**config.mk**
```make
export PLATFORM = sky130hd
export DESIGN_NAME = axi_hbm_responder
export DESIGN_NICKNAME = d
export VERILOG_FILES = /design/src/rtl/axi_hbm_pkg.sv /design/src/rtl/axi_sat_counter.sv /design/src/rtl/axi_hbm_responder.sv
export SDC_FILE = /design/constraint.sdc
export NUM_CORES = 1
export LEC_CHECK = 0
export CAP_MARGIN = 20
export CELL_PAD_IN_SITES_DETAIL_PLACEMENT = 0
export CELL_PAD_IN_SITES_GLOBAL_PLACEMENT = 2
export CORE_AREA = 4 4 299 301
export CTS_CLUSTER_DIAMETER = 80
export CTS_CLUSTER_SIZE = 28
export DETAILED_ROUTE_END_ITERATION = 8
export DIE_AREA = 0 0 303 305
export PLACE_DENSITY = 0.69
export SYNTH_ARGS = -nofsm -noshare
export SYNTH_HDL_FRONTEND = slang
export SYNTH_HIERARCHICAL = 1
export SYNTH_SLANG_ARGS = --single-unit
```
**constraint.sdc**
```tcl
create_clock -name axi_aclk -period 3.55 [get_ports axi_aclk]
set_clock_uncertainty 0.05 [all_clocks]
set_input_delay 0.8875 -clock axi_aclk [delete_from_list [all_inputs] [get_ports axi_aclk]]
set_output_delay 0.8875 -clock axi_aclk [all_outputs]
set_load 0.02 [all_outputs]
```
**src/rtl/axi_hbm_pkg.sv**
```systemverilog
// Shared AXI3 encodings and FSM state types for the HBM pseudo-channel responder.
package axi_hbm_pkg;

  localparam logic [1:0] RESP_OKAY   = 2'b00;
  localparam logic [1:0] RESP_SLVERR = 2'b10;
  localparam logic [1:0] BURST_INCR  = 2'b01;
  localparam logic [2:0] SIZE_32B    = 3'd5;

  typedef enum logic [1:0] {
    W_IDLE,
    W_DATA,
    W_RESP
  } wr_state_t;

  typedef enum logic {
    R_IDLE,
    R_DATA
  } rd_state_t;

  // Only full-width INCR bursts match the HBM port geometry.
  function automatic logic burst_bad(input logic [1:0] burst, input logic [2:0] size);
    return (burst != BURST_INCR) || (size != SIZE_32B);
  endfunction

endpackage

```
**src/rtl/axi_sat_counter.sv**
```systemverilog
// Saturating statistics counter: adds 0/1/2 per cycle when inc_i, sticks at all-ones.
// One cycle update latency, no backpressure.
module axi_sat_counter #(
  parameter int W = 32
) (
  input  logic         clk_i,
  input  logic         rst_i,
  input  logic         inc_i,
  input  logic [1:0]   amt_i,
  output logic [W-1:0] cnt_o
);

  logic [W-1:0] cnt_q;
  logic [W:0]   sum_d;

  always_comb begin
    sum_d = {1'b0, cnt_q} + {{(W - 1){1'b0}}, amt_i};
  end

  always_ff @(posedge clk_i) begin
    if (rst_i) begin
      cnt_q <= '0;
    end else if (inc_i) begin
      cnt_q <= sum_d[W] ? '1 : sum_d[W-1:0];
    end
  end

  assign cnt_o = cnt_q;

endmodule

```
**src/rtl/axi_hbm_responder.sv**
```systemverilog
// AXI3 responder standing in for an HBM pseudo-channel: sinks write bursts, returns address-pattern reads.
// All outputs registered; one outstanding burst per path, honours bready/rready stalls.
module axi_hbm_responder
  import axi_hbm_pkg::*;
#(
  parameter int ADDR_W = 33,
  parameter int DATA_W = 256,
  parameter int ID_W   = 6,
  parameter int LEN_W  = 4,
  parameter int CNT_W  = 32
) (
  input  logic                axi_aclk,
  input  logic                axi_areset,
  input  logic [ADDR_W-1:0]   axi_awaddr,
  input  logic [1:0]          axi_awburst,
  input  logic [LEN_W-1:0]    axi_awlen,
  input  logic [ID_W-1:0]     axi_awid,
  input  logic [2:0]          axi_awsize,
  input  logic                axi_awvalid,
  output logic                axi_awready,
  input  logic [DATA_W-1:0]   axi_wdata,
  input  logic [DATA_W/8-1:0] axi_wstrb,
  input  logic                axi_wlast,
  input  logic                axi_wvalid,
  output logic                axi_wready,
  output logic [ID_W-1:0]     axi_bid,
  output logic [1:0]          axi_bresp,
  output logic                axi_bvalid,
  input  logic                axi_bready,
  input  logic [ADDR_W-1:0]   axi_araddr,
  input  logic [1:0]          axi_arburst,
  input  logic [LEN_W-1:0]    axi_arlen,
  input  logic [ID_W-1:0]     axi_arid,
  input  logic [2:0]          axi_arsize,
  input  logic                axi_arvalid,
  output logic                axi_arready,
  output logic [DATA_W-1:0]   axi_rdata,
  output logic [ID_W-1:0]     axi_rid,
  output logic                axi_rlast,
  output logic [1:0]          axi_rresp,
  output logic                axi_rvalid,
  input  logic                axi_rready,
  output logic [CNT_W-1:0]    wr_txn_cnt,
  output logic [CNT_W-1:0]    rd_txn_cnt,
  output logic [CNT_W-1:0]    err_cnt
);

  localparam int                RD_REPL    = DATA_W / 32;
  localparam logic [ADDR_W-1:0] BEAT_BYTES = ADDR_W'(DATA_W / 8);

  // Write data and address are intentionally discarded.
  logic unused_wr_payload;
  assign unused_wr_payload = ^{axi_wdata, axi_wstrb, axi_awaddr};

  wr_state_t         wr_state_q;
  logic              awready_q, wready_q, bvalid_q, err_w_q;
  logic [ID_W-1:0]   awid_q, bid_q;
  logic [LEN_W-1:0]  awlen_q, wbeat_q;
  logic [1:0]        bresp_q;

  rd_state_t         rd_state_q;
  logic              arready_q, rvalid_q, rlast_q, err_r_q;
  logic [ID_W-1:0]   rid_q;
  logic [LEN_W-1:0]  arlen_q, rbeat_q;
  logic [1:0]        rresp_q;
  logic [ADDR_W-1:0] beat_addr_q;
  logic [DATA_W-1:0] rdata_q;

  logic              w_hs, w_hit_len, w_frame_err, b_done, r_hs, r_done;
  logic [LEN_W-1:0]  rbeat_d;
  logic [ADDR_W-1:0] beat_addr_d;
  logic [1:0]        err_amt;

  always_comb begin
    w_hs        = axi_wvalid && wready_q;
    w_hit_len   = (wbeat_q == awlen_q);
    w_frame_err = axi_wlast != w_hit_len;
    b_done      = bvalid_q && axi_bready;
    r_hs        = rvalid_q && axi_rready;
    r_done      = r_hs && rlast_q;
    rbeat_d     = rbeat_q + 1'b1;
    beat_addr_d = beat_addr_q + BEAT_BYTES;
    err_amt     = {1'b0, b_done && err_w_q} + {1'b0, r_done && err_r_q};
  end

  always_ff @(posedge axi_aclk) begin
    if (axi_areset) begin
      wr_state_q <= W_IDLE;
      awready_q  <= 1'b0;
      wready_q   <= 1'b0;
      bvalid_q   <= 1'b0;
      bid_q      <= '0;
      bresp_q    <= RESP_OKAY;
      awid_q     <= '0;
      awlen_q    <= '0;
      wbeat_q    <= '0;
      err_w_q    <= 1'b0;
    end else begin
      case (wr_state_q)
        W_IDLE: begin
          awready_q <= 1'b1;
          if (axi_awvalid && awready_q) begin
            awid_q     <= axi_awid;
            awlen_q    <= axi_awlen;
            wbeat_q    <= '0;
            err_w_q    <= burst_bad(axi_awburst, axi_awsize);
            awready_q  <= 1'b0;
            wready_q   <= 1'b1;
            wr_state_q <= W_DATA;
          end
        end
        W_DATA: begin
          if (w_hs) begin
            wbeat_q <= wbeat_q + 1'b1;
            if (w_frame_err) err_w_q <= 1'b1;
            // Whichever comes first, wlast or the advertised length, closes the burst.
            if (axi_wlast || w_hit_len) begin
              wready_q   <= 1'b0;
              bvalid_q   <= 1'b1;
              bid_q      <= awid_q;
              bresp_q    <= (err_w_q || w_frame_err) ? RESP_SLVERR : RESP_OKAY;
              wr_state_q <= W_RESP;
            end
          end
        end
        W_RESP: begin
          if (b_done) begin
            bvalid_q   <= 1'b0;
            awready_q  <= 1'b1;
            wr_state_q <= W_IDLE;
          end
        end
        default: wr_state_q <= W_IDLE;
      endcase
    end
  end

  always_ff @(posedge axi_aclk) begin
    if (axi_areset) begin
      rd_state_q  <= R_IDLE;
      arready_q   <= 1'b0;
      rvalid_q    <= 1'b0;
      rlast_q     <= 1'b0;
      rid_q       <= '0;
      rresp_q     <= RESP_OKAY;
      err_r_q     <= 1'b0;
      arlen_q     <= '0;
      rbeat_q     <= '0;
      beat_addr_q <= '0;
      rdata_q     <= '0;
    end else begin
      case (rd_state_q)
        R_IDLE: begin
          arready_q <= 1'b1;
          if (axi_arvalid && arready_q) begin
            err_r_q     <= burst_bad(axi_arburst, axi_arsize);
            rresp_q     <= burst_bad(axi_arburst, axi_arsize) ? RESP_SLVERR : RESP_OKAY;
            rid_q       <= axi_arid;
            arlen_q     <= axi_arlen;
            rbeat_q     <= '0;
            beat_addr_q <= axi_araddr;
            rdata_q     <= {RD_REPL{axi_araddr[31:0]}};
            rlast_q     <= (axi_arlen == '0);
            arready_q   <= 1'b0;
            rvalid_q    <= 1'b1;
            rd_state_q  <= R_DATA;
          end
        end
        R_DATA: begin
          if (r_done) begin
            rvalid_q   <= 1'b0;
            arready_q  <= 1'b1;
            rd_state_q <= R_IDLE;
          end else if (r_hs) begin
            rbeat_q     <= rbeat_d;
            beat_addr_q <= beat_addr_d;
            rdata_q     <= {RD_REPL{beat_addr_d[31:0]}};
            rlast_q     <= (rbeat_d == arlen_q);
          end
        end
        default: rd_state_q <= R_IDLE;
      endcase
    end
  end

  axi_sat_counter #(.W(CNT_W)) u_wr_cnt (
    .clk_i(axi_aclk), .rst_i(axi_areset), .inc_i(b_done), .amt_i(2'd1), .cnt_o(wr_txn_cnt)
  );

  axi_sat_counter #(.W(CNT_W)) u_rd_cnt (
    .clk_i(axi_aclk), .rst_i(axi_areset), .inc_i(r_done), .amt_i(2'd1), .cnt_o(rd_txn_cnt)
  );

  axi_sat_counter #(.W(CNT_W)) u_err_cnt (
    .clk_i(axi_aclk), .rst_i(axi_areset), .inc_i(|err_amt), .amt_i(err_amt), .cnt_o(err_cnt)
  );

  assign axi_awready = awready_q;
  assign axi_wready  = wready_q;
  assign axi_bvalid  = bvalid_q;
  assign axi_bid     = bid_q;
  assign axi_bresp   = bresp_q;
  assign axi_arready = arready_q;
  assign axi_rvalid  = rvalid_q;
  assign axi_rid     = rid_q;
  assign axi_rresp   = rresp_q;
  assign axi_rlast   = rlast_q;
  assign axi_rdata   = rdata_q;

endmodule

```
==> run summary, run 1 <==
Outcome: complete, no violations
Cts hold-fix bufs: 0
Ys async rst share: 0%
NumNets Final: 1965
Clock buffer depth: 2
Layout cell share with drive strength beyond 1: 8.85%
Height of the die: 305 um
Worst-margin pin slew: 1.07 ns
Pre-antenna DRT Iters: 4
Synthesis-stage register bit count: 179
Clock root cell: clkbuf_16
Post-DR vias/cell: 3.82
Fin util: 18.4%
Final setup violation count: 0
Total track usage: 8.72%
Initial antenna violation count: 4
Vias in the first global route: 9860
Mapped Area: 10900 um^2
Main flop type after synthesis: dfxtp_1
Total CTS buffers: 17
Crit Path Max Fanout: 5
Initial Util: 12.5%
DRT iter0 DRCs: 481
Final Slew Violations: 0
Total number of vias: 10400
P_leak: 5.10 nW
Io pins: 766
Worst-skew pair later-pin latency: 0.49 ns
Hold Startpoint: beat_addr_q[2]
CP arrival: 3.82 ns
Detailed placement HPWL: 32100 um
Post-synth cell types: 75
TritonCTS clock tree: done
Synth area leader: dfxtp_1
Syn Area/Cell: 8.22 um^2
Most frequent cell after synthesis: buf_4
WL/cell: 15.5 um
Crit Path Class: input pin to flip-flop
Die Wd: 303 um
R2R cell count: 14
Die area: 92400 um^2
Synth Instances: 1322
Synth top area cells: dfxtp_1 (33%), buf_4 (16%), a21oi_1 (5.0%)
Reg-to-Reg Start: axi_rlast
Layout area overhead: 46.5%
Share of the synthesized area in the top cell type: 33.0%
Drt drc: 0
Fill cells: 9622
Input/output buffers: 441
EDFF count, synth: 0
Hold EP: beat_addr_q[2]
Core ar.: 86600 um^2
Pin count of the biggest net entering global routing: 57
Max-Cap Viols: 0
Fmax: 289 MHz
Final Hold Vio Count: 0
Drt total wl: 42300 um
Total Power: 5.38 mW
Placer congestion estimate: 0.797
Peak supply drop: 325 uV
Hold Crit Class: flip-flop to flip-flop
Sequential share of the synthesized area: 33.0%
Synth cell count leaders: buf_4 (229), dfxtp_1 (179), nand2_1 (120)
Minimum clock period: 3.46 ns
Synth Warn #: 6
Row count: 108
Clk sinks: 179
Grt ovf: 0
CP Launch Type: input pin
Reg2reg setup slack: 0.52 ns
CTS H-tree lvls: 4
Reg-to-reg critical path endpoint: u_err_cnt/cnt_o[2]
Slew headroom: 27.8%
Global-route wire length before repair: 61800 um
Critical path capture point type: flip-flop
Worst hold path depth: 2
Cell area power density: 338 nW/um^2
Period utilization: 97.4%
Req. time, crit path: 3.91 ns
Clk slew on worst S/H paths: 0.09 ns
Final ANT Viol Nets: 0
==> per-layer routing <==
metal  up-vias  global-route usage (%)  routed length, um
li1       4984                       -                  -
met1      4948                    10.5              18200
met2       445                    14.5              19600
met3        48                    2.71               3580
met4         2                    3.24                948
met5         -                       0                 13
==> state kept, by name (all words and copies together) (netlist names), 2 cells and up <==
register / count
axi_rdata: 32
u_err_cnt/cnt_o: 32
u_rd_cnt/cnt_o: 32
u_wr_cnt/cnt_o: 32
awid_q: 6
axi_bid: 6
axi_rid: 6
beat_addr_q: 5
arlen_q: 4
awlen_q: 4
rbeat_q: 4
wbeat_q: 4
wr_state_q: 2
==> cells in the final DEF, fill, tap and decap left out, types with 18 or more instances in the layout <==
cell / n
a31oi_1: 32
clkbuf_16: 18
inv_1: 25
o21ai_0: 35
dfxtp_1: 178
nand3_1: 49
clkdlybuf4s50_1: 439
xnor2_1: 30
xor2_1: 22
nor2_1: 82
mux2i_1: 19
a21oi_1: 109
nand2_1: 118
nand4_1: 42
buf_4: 47
nor3_1: 33
==> where the power goes <==
part           total (mW)  leakage [nW]  internal, mW  switching, mW
Combinational        1.10          3.35         0.524          0.576
Sequential           2.18          1.45          2.06          0.117
Clock                2.11         0.305          1.07           1.03
Total                5.38          5.10          3.66           1.72
==> worst max-delay path by stage <==
stage / depth (start not counted) / slack (ns) / start / to
6_report: 15 / 0.09 / axi_bready / u_err_cnt/cnt_o[2]
3_3_place_gp: 13 / -0.69 / axi_rready / u_err_cnt/cnt_o[24]
2_1_floorplan: 12 / 0.18 / axi_rready / u_err_cnt/cnt_o[18]
3_5_place_dp: 13 / -0.70 / axi_rready / u_err_cnt/cnt_o[24]
4_1_cts: 15 / 0.03 / axi_bready / u_err_cnt/cnt_o[27]
5_1_grt: 15 / -0.0004 / axi_bready / u_err_cnt/cnt_o[25]
==> cells by family (layout without fill, tap and decap cells) <==
kind of cell	count (synthesis)	count (layout)	share of synthesized area (%)
adders and majority gates	15	15	1.93
other	2	11	0.0691
AOI/OAI and AO/OA	258	258	14.8
xor gates and xnor gates	52	52	4.19
DFF	179	179	33.0
and+or+nand+nor	486	486	25.2
muxes	21	21	1.96
buffers and inverters	309	552	18.9
==> layout make-up <==
cell class / instances / area [um^2] / area share [%]
tap: 1155 / 1450 / 9.08
sequential: 179 / 3580 / 22.5
clock buffer: 17 / 425 / 2.67
clock inverter: 15 / 191 / 1.20
inverter: 26 / 97.6 / 0.613
multi-input combinational: 840 / 5300 / 33.3
antenna: 3 / 7.51 / 0.0472
timing repair buffer: 494 / 4870 / 30.6
==> timing repair <==
action / 4_1_cts / 5_1_grt
setup endpoints to repair: 29 / 27
resized for setup: 8 / 8
gates cloned: 1 / 1
setup buffers: 0 / 1
==> per-stage QoR <==
| stage | worst slack (ns) | TNS, ns | cell area [um^2] | std cells | hold slack, ns |
|---|---|---|---|---|---|
| 2_1_floorplan | 0.183 | 0 | 10900 | 1328 | 0.386 |
| 3_3_place_gp | -0.689 | -20.56 | 15200 | 2691 | 0.391 |
| 3_5_place_dp | -0.701 | -20.74 | 15200 | 2691 | 0.396 |
| 4_1_cts | 0.0271 | 0 | 15800 | 2724 | 0.406 |
| 5_1_grt | -0.000398 | -0.000398 | 15900 | 2726 | 0.422 |
| 6_report | 0.0939 | 0 | 15900 | 2729 | 0.403 |
==> worst max-delay path: stages <==
cell	delay [ns]
clkdlybuf4s50_1	0.51
nand2_1	0.10
inv_2	0.08
nand2_2	0.09
ha_1	0.29
ha_1	0.16
inv_1	0.05
fa_1	0.37
and4b_2	0.35
nand4_4	0.16
buf_6	0.17
nor2_4	0.12
nand2_4	0.10
buf_4	0.23
a21oi_1	0.12
No activity file was read; power rests on OpenSTA's default activity.
==> inputs of run 2 (changes only) <==
CORE_AREA = 2 2 297 299   (was 4 4 299 301)
DIE_AREA = 0 0 299 301   (was 0 0 303 305)
==> run 2 against run 1 <==
Against the previous run: final cell count is 0.26% lower; first-iteration DRC count is 12% lower; hold slack better by 0.0033 ns; sequential share of layout area is 0.094 points higher; critical path depth is 2 lower; cell area is 0.42% lower; core utilization hardly changed; clock power is 2% lower; total power is 1.0% lower; sequential cell count stayed put; via count hardly changed.
==> run summary, run 2 (same netlist as run 1, synthesis figures left out) <==
Internal power: 3.58 mW (was 3.66 mW)
Drt total wl: 42400 um (was 42300 um)
Final setup violation count: 0 (unchanged)
CTS H-tree lvls: 4 (unchanged)
Die area: 90000 um^2 (was 92400 um^2)
Row count: 108 (unchanged)
Hold Crit Class: flip-flop to flip-flop (unchanged)
Height of the die: 301 um (was 305 um)
Post-DR vias/cell: 3.83 (was 3.82)
Peak supply drop: 323 uV (was 325 uV)
Initial antenna violation count: 8 (was 4)
Net Switching: 1.74 mW (was 1.72 mW)
Fmax: 294 MHz (was 289 MHz)
Crit Path Max Fanout: 5 (unchanged)
Initial Util: 12.6% (was 12.5%)
Clock buffer depth: 2 (unchanged)
Sequential Power Share: 41.0% (was 40.4%)
Grt ovf: 0 (unchanged)
Crit Path Class: input pin to flip-flop (unchanged)
Req. time, crit path: 3.85 ns (was 3.91 ns)
RSZ-0062 raised after global routing: false
Global-route wire length before repair: 63100 um (was 61800 um)
Vias in the first global route: 9964 (was 9860)
Detailed placement HPWL: 31800 um (was 32100 um)
Final ANT Viol Nets: 0 (unchanged)
Clk sinks: 179 (unchanged)
NumNets Final: 1960 (was 1965)
Worst-skew pair later-pin latency: 0.50 ns (was 0.49 ns)
Drt drc: 0 (unchanged)
Fill cells: 9612 (was 9622)
DRT iter0 DRCs: 425 (was 481)
Post-Layout Cell Count: 2722 (was 2729)
P_leak: 5.06 nW (was 5.10 nW)
Final Hold Vio Count: 0 (unchanged)
Design Area, Final: 15900 um^2 (about the same)
DP Area: 15200 um^2 (about the same)
WL/cell: 15.6 um (was 15.5 um)
Worst-margin pin slew: 0.972 ns (was 1.07 ns)
TritonCTS clock tree: done (unchanged)
Period utilization: 96.0% (was 97.4%)
Placer congestion estimate: 0.808 (was 0.797)
Input/output buffers: 441 (unchanged)
Worst setup margin: 0.144 ns (was 0.0939 ns)
Clock root cell: clkbuf_16 (unchanged)
Clock network power share: 38.6% (was 39.1%)
Slew headroom: 34.6% (was 27.8%)
Total track usage: 9.16% (was 8.72%)
Max-Cap Viols: 0 (unchanged)
Critical path capture point type: flip-flop (unchanged)
Pin count of the biggest net entering global routing: 53 (was 57)
Minimum clock period: 3.41 ns (was 3.46 ns)
Most frequent cells in the layout: clkdlybuf4s50_1 (439), dfxtp_1 (178), nand2_1 (117) (was clkdlybuf4s50_1 (439), dfxtp_1 (178), nand2_1 (118))
Layout cell share with drive strength beyond 1: 9.00% (was 8.85%)
Net Sw Frac: 32.7% (was 32.0%)
Cell area power density: 336 nW/um^2 (was 338 nW/um^2)
Cts hold-fix bufs: 0 (unchanged)
Combinational power share: 20.4% (about the same)
Clk slew on worst S/H paths: 0.08 ns (was 0.09 ns)
Die Wd: 299 um (was 303 um)
CP Launch Type: input pin (unchanged)
Final Slew Violations: 0 (unchanged)
Outcome: complete, no violations (unchanged)
Total number of vias: 10400 (about the same)
Most common cell after layout, fill and taps aside: clkdlybuf4s50_1 (unchanged)
Pre-CTS setup slack: -0.722 ns (was -0.701 ns)
Pre-antenna DRT Iters: 5 (was 4)
Worst hold margin: 0.406 ns (was 0.403 ns)
DP Cell Count: 2686 (was 2691)
Core ar.: 86500 um^2 (was 86600 um^2)
Layout area overhead: 45.9% (was 46.5%)
Total CTS buffers: 17 (unchanged)
CP arrival: 3.71 ns (was 3.82 ns)
Io pins: 766 (unchanged)
==> run 2: cell count changes in the layout (fill, tap and decap cells not counted), sizes merged <==
cell	previous run	this run
buf	53	49
bufinv	2	1
dlymetal6s2s	0	1
diode	3	1
clkbuf	18	17
inv	33	32
clkinv	6	8
dlygate4sd2	1	0
==> run 2: path summary, 6_finish.rpt <==
check / start / endpoint / slack (ns) / cells after the start
min: beat_addr_q[0] / beat_addr_q[0] / 0.41 / 2
max: axi_bready / u_err_cnt/cnt_o[18] / 0.14 / 13
max reg2reg: axi_rvalid / u_err_cnt/cnt_o[18] / 0.56 / 12
min reg2reg: beat_addr_q[0] / beat_addr_q[0] / 0.41 / 2
==> run 2: timing repair <==
| action | in CTS | in global routing |
|---|---|---|
| resized for setup | 8 | 16 |
| endpoints found under the setup margin | 22 | 31 |
| pin swaps | 2 | 3 |
| cloned | 0 | 1 |
| buffers inserted | 1 | 1 |
==> run 2: critical path, stage by stage <==
cell	delay [ns]
clkdlybuf4s50_1	0.49
nand2_1	0.09
inv_2	0.10
nand2_4	0.08
ha_1	0.29
ha_2	0.17
inv_1	0.05
fa_2	0.34
and4b_2	0.35
nand4_4	0.17
or4_4	0.57
o21ai_2	0.07
nor2_1	0.04
==> run 2: cell type report <==
| cell class | instances | area, um^2 | share of cell area, % |
|---|---|---|---|
| Multi-Input combinational cell | 840 | 5320 | 33.5 |
| Timing Repair Buffer | 489 | 4810 | 30.4 |
| Sequential cell | 179 | 3580 | 22.6 |
| Tap cell | 1155 | 1450 | 9.12 |
| Clock buffer | 17 | 425 | 2.68 |
| Clock inverter | 15 | 168 | 1.06 |
| Inverter | 26 | 97.6 | 0.616 |
| Antenna cell | 1 | 2.50 | 0.0158 |
==> run 2: power groups by stage <==
stage	clock network, mW	logic [mW]	registers (mW)
after floorplan	0	0.722	2.23
after global placement	0	1.10	2.23
after detailed placement	0	1.10	2.23
after CTS	2.19	1.10	2.19
after global routing	2.25	1.15	2.20
final	2.06	1.09	2.18
==> run 2: metal layers <==
layer / up-vias / share of wire (%) / global-route usage (%)
li1: 4980 / - / -
met1: 4965 / 42 / 10.9
met2: 422 / 47 / 15.0
met3: 55 / 8.7 / 3.26
met4: 14 / 1.9 / 3.48
met5: - / 0.21 / 0
==> run 2: stage by stage <==
step / total power, mW / setup TNS [ns] / util [%]
final: 5.32 / 0 / 18.3
after global placement: 3.32 / -18.13 / 17.5
after detailed placement: 3.33 / -17.46 / 17.5
after global routing: 5.60 / 0 / 18.3
after CTS: 5.47 / 0 / 18.3
after floorplan: 2.95 / 0 / -
==> inputs of run 3 (changes only) <==
SLEW_MARGIN = 10   (was not set)
==> results of run 3 <==
The final DEF is identical to that of run 2; final timing and power are the same.
